[src/rtl/fifo_pkg.sv]
// Shared types for the FIFO family: full-behaviour selection used by the
// FIFO core and by any wrapper that instantiates it.
package fifo_pkg;

    typedef enum logic {
        FULL_DROP,
        FULL_OVERWRITE
    } full_mode_t;

endpackage

[src/rtl/fifo_pointer.sv]
// Wrapping FIFO pointer: synchronous reset, synchronous clear (flush) and
// single-step increment. Wraps naturally at 2**WIDTH.
module fifo_pointer #(
    parameter int unsigned WIDTH = 2
) (
    input  logic             i_clk,
    input  logic             i_reset,
    input  logic             i_clear,
    input  logic             i_incr,
    output logic [WIDTH-1:0] o_ptr
);

    logic [WIDTH-1:0] r_ptr;

    // Pointer register: reset and clear both return to zero, clear beats increment.
    always_ff @(posedge i_clk) begin
        if (i_reset || i_clear) begin
            r_ptr <= '0;
        end else if (i_incr) begin
            r_ptr <= r_ptr + 1'b1;
        end
    end

    assign o_ptr = r_ptr;

endmodule

[src/rtl/threshold_fifo.sv]
// Single-clock show-ahead FIFO with selectable full behaviour (drop-new or
// overwrite-oldest), programmable almost-full/almost-empty thresholds,
// synchronous flush, sticky overflow/underflow flags and a high-water mark.
module threshold_fifo
    import fifo_pkg::*;
#(
    parameter int unsigned DATA_WIDTH         = 8,
    parameter int unsigned DATA_ENTRIES       = 256,
    parameter full_mode_t  FULL_MODE          = FULL_DROP,
    parameter int unsigned ALMOST_FULL_LEVEL  = DATA_ENTRIES - 1,
    parameter int unsigned ALMOST_EMPTY_LEVEL = 1,
    localparam int unsigned AW                = $clog2(DATA_ENTRIES),
    localparam int unsigned CW                = AW + 1
) (
    input  logic                  clk,
    input  logic                  reset,
    input  logic [DATA_WIDTH-1:0] data_input,
    input  logic                  write_enable,
    input  logic                  read_enable,
    input  logic                  flush,
    input  logic                  clear_errors,
    output logic [DATA_WIDTH-1:0] data_output,
    output logic [CW-1:0]         num_entries,
    output logic                  fifo_full,
    output logic                  fifo_empty,
    output logic                  almost_full,
    output logic                  almost_empty,
    output logic                  overflow,
    output logic                  underflow,
    output logic [CW-1:0]         high_water
);

    if (DATA_ENTRIES < 2 || (DATA_ENTRIES & (DATA_ENTRIES - 1)) != 0) begin : g_bad_depth
        $error("threshold_fifo: DATA_ENTRIES must be a power of 2 and at least 2");
    end
    if (ALMOST_FULL_LEVEL < 1 || ALMOST_FULL_LEVEL > DATA_ENTRIES) begin : g_bad_af
        $error("threshold_fifo: ALMOST_FULL_LEVEL must be in 1..DATA_ENTRIES");
    end
    if (ALMOST_EMPTY_LEVEL > DATA_ENTRIES - 1) begin : g_bad_ae
        $error("threshold_fifo: ALMOST_EMPTY_LEVEL must be in 0..DATA_ENTRIES-1");
    end

    logic [DATA_WIDTH-1:0] r_mem [DATA_ENTRIES];
    logic [CW-1:0]         r_count;
    logic                  r_overflow;
    logic                  r_underflow;
    logic [CW-1:0]         r_high_water;

    logic [AW-1:0]         w_wptr;
    logic [AW-1:0]         w_rptr;
    logic                  w_full;
    logic                  w_empty;
    logic                  w_do_write;
    logic                  w_rd_inc;
    logic                  w_ovf_set;
    logic                  w_unf_set;
    logic [CW-1:0]         w_count_nxt;

    assign w_full  = (r_count == CW'(DATA_ENTRIES));
    assign w_empty = (r_count == '0);

    // Operation decode. The read pointer also advances on an overwrite of a
    // full FIFO, so w_rd_inc is "head moves" rather than "a read was honoured".
    always_comb begin
        w_do_write  = 1'b0;
        w_rd_inc    = 1'b0;
        w_ovf_set   = 1'b0;
        w_unf_set   = 1'b0;
        w_count_nxt = r_count;
        if (flush) begin
            w_count_nxt = '0;
        end else begin
            w_do_write = write_enable &&
                         (!w_full || read_enable || (FULL_MODE == FULL_OVERWRITE));
            w_rd_inc   = (read_enable && !w_empty) ||
                         (write_enable && !read_enable && w_full &&
                          (FULL_MODE == FULL_OVERWRITE));
            w_ovf_set  = write_enable && !read_enable && w_full;
            w_unf_set  = read_enable && w_empty;
            if (w_do_write && !w_rd_inc) begin
                w_count_nxt = r_count + 1'b1;
            end else if (w_rd_inc && !w_do_write) begin
                w_count_nxt = r_count - 1'b1;
            end
        end
    end

    fifo_pointer #(.WIDTH(AW)) u_wr_ptr (
        .i_clk   (clk),
        .i_reset (reset),
        .i_clear (flush),
        .i_incr  (w_do_write),
        .o_ptr   (w_wptr)
    );

    fifo_pointer #(.WIDTH(AW)) u_rd_ptr (
        .i_clk   (clk),
        .i_reset (reset),
        .i_clear (flush),
        .i_incr  (w_rd_inc),
        .o_ptr   (w_rptr)
    );

    // Storage write; memory contents are deliberately not reset.
    always_ff @(posedge clk) begin
        if (!reset && w_do_write) begin
            r_mem[w_wptr] <= data_input;
        end
    end

    // Occupancy, sticky error flags and high-water mark; a same-cycle error wins over clear.
    always_ff @(posedge clk) begin
        if (reset) begin
            r_count      <= '0;
            r_overflow   <= 1'b0;
            r_underflow  <= 1'b0;
            r_high_water <= '0;
        end else begin
            r_count     <= w_count_nxt;
            r_overflow  <= w_ovf_set | (r_overflow & ~clear_errors);
            r_underflow <= w_unf_set | (r_underflow & ~clear_errors);
            if (clear_errors || (w_count_nxt > r_high_water)) begin
                r_high_water <= w_count_nxt;
            end
        end
    end

    assign data_output  = r_mem[w_rptr];
    assign num_entries  = r_count;
    assign fifo_full    = w_full;
    assign fifo_empty   = w_empty;
    assign almost_full  = (r_count >= CW'(ALMOST_FULL_LEVEL));
    assign almost_empty = (r_count <= CW'(ALMOST_EMPTY_LEVEL));
    assign overflow     = r_overflow;
    assign underflow    = r_underflow;
    assign high_water   = r_high_water;

endmodule

[config.mk]
export PLATFORM = sky130hd
export DESIGN_NAME = threshold_fifo
export DESIGN_NICKNAME = d
export VERILOG_FILES = /design/src/rtl/fifo_pkg.sv /design/src/rtl/fifo_pointer.sv /design/src/rtl/threshold_fifo.sv
export SDC_FILE = /design/constraint.sdc
export NUM_CORES = 2
export LEC_CHECK = 0
export CAP_MARGIN = 10
export CORE_ASPECT_RATIO = 0.8
export CORE_UTILIZATION = 50
export DETAILED_ROUTE_END_ITERATION = 12
export HOLD_SLACK_MARGIN = 0.12
export PLACE_DENSITY_LB_ADDON = 0.12
export SKIP_CTS_REPAIR_TIMING = 1
export SYNTH_ARGS = -nofsm -noshare
export SYNTH_HDL_FRONTEND = slang
export SYNTH_SLANG_ARGS = --single-unit
[constraint.sdc]
create_clock -name clk -period 10.7 [get_ports clk]
set_input_delay 2.14 -clock clk [delete_from_list [all_inputs] [get_ports clk]]
set_output_delay 2.14 -clock clk [all_outputs]
set_load 0.1 [all_outputs]
==> results.py <==
metrics = {
    "pwr": {
        "switching_share_pct": 20.6,
        "peakVddDrop_mv": 0.175,
        "power_leakage_nw": 26.8,
        "power_frac_comb_pct": 3.1,
        "powerDensity_mw_per_mm2": 183,
        "internal_power_w": 0.0131,
        "p_seq_share_pct": 54.5,
        "switching_power_w": 0.00340,
        "clock_power_share_pct": 42.4,
        "design_power_total_w": 0.0165,
    },
    "synth": {
        "ys.flop_type": "edfxtp_1",
        "ys_types": 69,
        "synth_area_mm2": 0.0814,
        "synth.avg_cell_area_um2": 20.8,
        "synth-seq-area-share_pct": 76.6,
        "synth-async-reset-ratio_pct": 0,
        "ys_warn_count": 0,
        "ys_seq_elements": 2092,
        "synthCells": 3910,
        "synth.net_count": 3943,
        "synth_edf_count": 2048,
    },
    "clock_tree": {
        "cts_tree": "done",
        "clock-root-buffer": "clkbuf_16",
        "cts_sinks": 2092,
        "clockBufferDepth": 3,
        "clk_latency_ns": 0.83,
        "ctsHtreeMaxLevel": 4,
        "cts_inserted_buffers": 200,
        "clk_pin_slew_ns": 0.07,
    },
    "route": {
        "first_pass_iters": 5,
        "wire_per_inst_um": 32.7,
        "ant_nets": 0,
        "viasPerCell": 6.34,
        "drtIter0Drc": 5532,
        "num_vias": 40062,
        "drc": 0,
        "routed_wirelength_um": 206000,
    },
    "layout": {
        "finalCoreUtilization_pct": 56.0,
        "layout_commonest_cell": "edfxtp_1",
        "fillers": 12040,
        "mostFrequentLayoutCells": "2048 x edfxtp_1, 487 x mux4_2, 316 x nor2_1",
        "syn_to_final_growth_pct": 11.3,
        "multi_input_area_mm2": 0.0177,
        "final-seq-area_mm2": 0.0624,
        "drive_gt1_share_pct": 22.4,
        "num-nets-final": 4035,
    },
    "global_routing": {
        "grt_max_degree": 122,
        "first_global_vias": 39385,
        "gr-usage-all-layers_pct": 25.4,
        "gr-total-overflow": 0,
        "grt_pass1_wl_um": 295000,
        "antenna_found_initial": 7,
    },
    "sta": {
        "final.setup.tns_ns": 0,
        "slew_viol_final": 0,
        "relSlewSlack_pct": 13.9,
        "worst_pin_slew_ns": 1.28,
        "post-route-min-period_ns": 8.16,
        "hold_slack_ns": 0.460,
        "grt_setup_unrepaired": "false",
        "finalSetupViolations": 0,
        "fmax_ghz": 0.122,
        "post-route-period-util_pct": 76.3,
        "finalClockSkew_ns": 0.0326,
        "final_hold_viol_count": 0,
    },
    "worst_hold_path": {
        "holdPathStages": 2,
        "hold_path.class": "register to register",
    },
    "die": {
        "die_w_um": 453,
        "start_util_pct": 50.3,
        "io_pins": 46,
        "rows": 132,
        "die_h_um": 363,
        "die-area_mm2": 0.164,
        "core_mm2": 0.162,
    },
    "critical_path": {
        "cp.arrival_ns": 6.02,
        "r2r_cells": 13,
        "path_class": "register to output pin",
        "path_buf_inv": 2,
        "critPathMaxStageDelay_ns": 1.04,
        "path_depth": 8,
        "startpoint_type": "register",
        "cp-end-kind": "output pin",
        "crit_chain": "buf_4 -> mux4_2 -> mux2i_1 -> o22ai_1 -> or4_1 -> o311ai_1 -> nor3_1 -> clkdlybuf4s50_1",
        "cp_max_fo": 42,
        "cp.required_ns": 8.56,
        "critPathSlowestCell": "clkdlybuf4s50_1",
        "crit_family": "buffers and inverters",
    },
    "place": {
        "post-dp-hpwl_um": 126000,
        "gp_congestion": 0.865,
        "numPortBuffers": 45,
    },
    "job": {
        "drv_cap": 0,
    },
    "outcome": {
        "status": "finished clean",
    },
}
cell families (layout without fill, tap and decap cells):
logic type	Yosys count	count (layout)	synth area share (%)
xor+xnor	21	21	0.226
fa+ha+maj	19	19	0.292
flops	2092	2092	76.6
mux	605	605	15.0
compound gates	349	349	3.00
buf+inv	256	519	1.68
other cells	0	1	0
simple gates	568	568	3.18
flip-flops by register name (all words and copies together) (netlist names), named ones only:
signal and cells:
u_rd_ptr.o_ptr 8, u_wr_ptr.o_ptr 8, high_water 9, overflow 1, num_entries 9, r_mem 2048
underflow 1
per-stage QoR:
step | std cells | worst slack [ns] | instance area [um^2]
floorplan | 3910 | 3.69 | 81400
global placement | 5942 | 3.31 | 84100
detailed placement | 5943 | 3.35 | 84100
CTS | 6316 | 2.43 | 90500
global route | 6318 | 2.38 | 90600
finish | 6318 | 2.54 | 90600
worst register-to-register path, cell delays in order (launching register included):
cell       delay (ns)
dfxtp_1          0.41
inv_1            0.22
ha_1             0.24
or4b_1           0.55
o21ai_0          0.43
a2bb2oi_1        0.31
mux2_2           0.42
ha_1             0.30
and3_1           0.15
nand3_1          0.11
or2_2            0.33
o31a_1           0.17
nor2_1           0.36
mux2_2           0.38
cell type report:
class / instances / share of cell area (%)
Sequential cell: 2092 / 68.9
Timing Repair Buffer: 125 / 1.33
Multi-Input combinational cell: 1562 / 19.6
Inverter: 21 / 0.0870
Clock inverter: 110 / 1.15
Clock buffer: 263 / 5.97
Antenna cell: 1 / 0.00276
Tap cell: 2144 / 2.96
routing by layer:
layer	vias up	track usage [%]	part of all wire, %
met5	-	0	0
met4	0	5.58	1.9
li1	16474	-	-
met2	1915	35.3	43
met1	21417	40.2	45
met3	256	6.51	10
worst paths after layout:
check,start,end,slack (ns)
worst max-delay path,register,data_output[2],2.54
worst max register to register,num_entries[1]$_SDFF_PP0_,high_water[4]$_SDFFE_PP0P_,6.21
worst min-delay path,overflow$_SDFF_PP0_,overflow$_SDFF_PP0_,0.46
worst min register to register,overflow$_SDFF_PP0_,overflow$_SDFF_PP0_,0.46
synthesized netlist by cell type, types with 9 or more instances:
library cell,count,area (um^2)
buf_4,46,345
a21oi_1,61,305
edfxtp_1,2048,61500
nand3_1,29,145
nor4_1,33,206
inv_1,21,78.8
o211ai_1,26,195
o22ai_1,60,375
or2_2,9,56.3
buf_2,78,390
buf_1,11,41.3
dfxtp_1,44,881
nor2_1,319,1200
a22oi_1,118,886
mux4_2,487,11000
xor2_1,9,78.8
mux2i_1,88,881
nand2b_1,14,87.6
buf_6,18,203
mux2_2,30,338
o21ai_0,15,75.1
ha_1,19,238
clkbuf_1,81,304
xnor2_1,12,105
nor3_1,36,180
nand4_1,13,81.3
nand2_1,59,221
nor2b_1,21,131
power by group through the flow:
stage,Sequential [W],Clock (W),Combinational (W)
finish,0.00900,0.00702,0.000511
global route,0.00900,0.00741,0.000544
CTS,0.00900,0.00711,0.000515
detailed placement,0.00918,0,0.000514
global placement,0.00918,0,0.000510
floorplan,0.00921,0,0.000259
(Power assumes the default switching activity.)
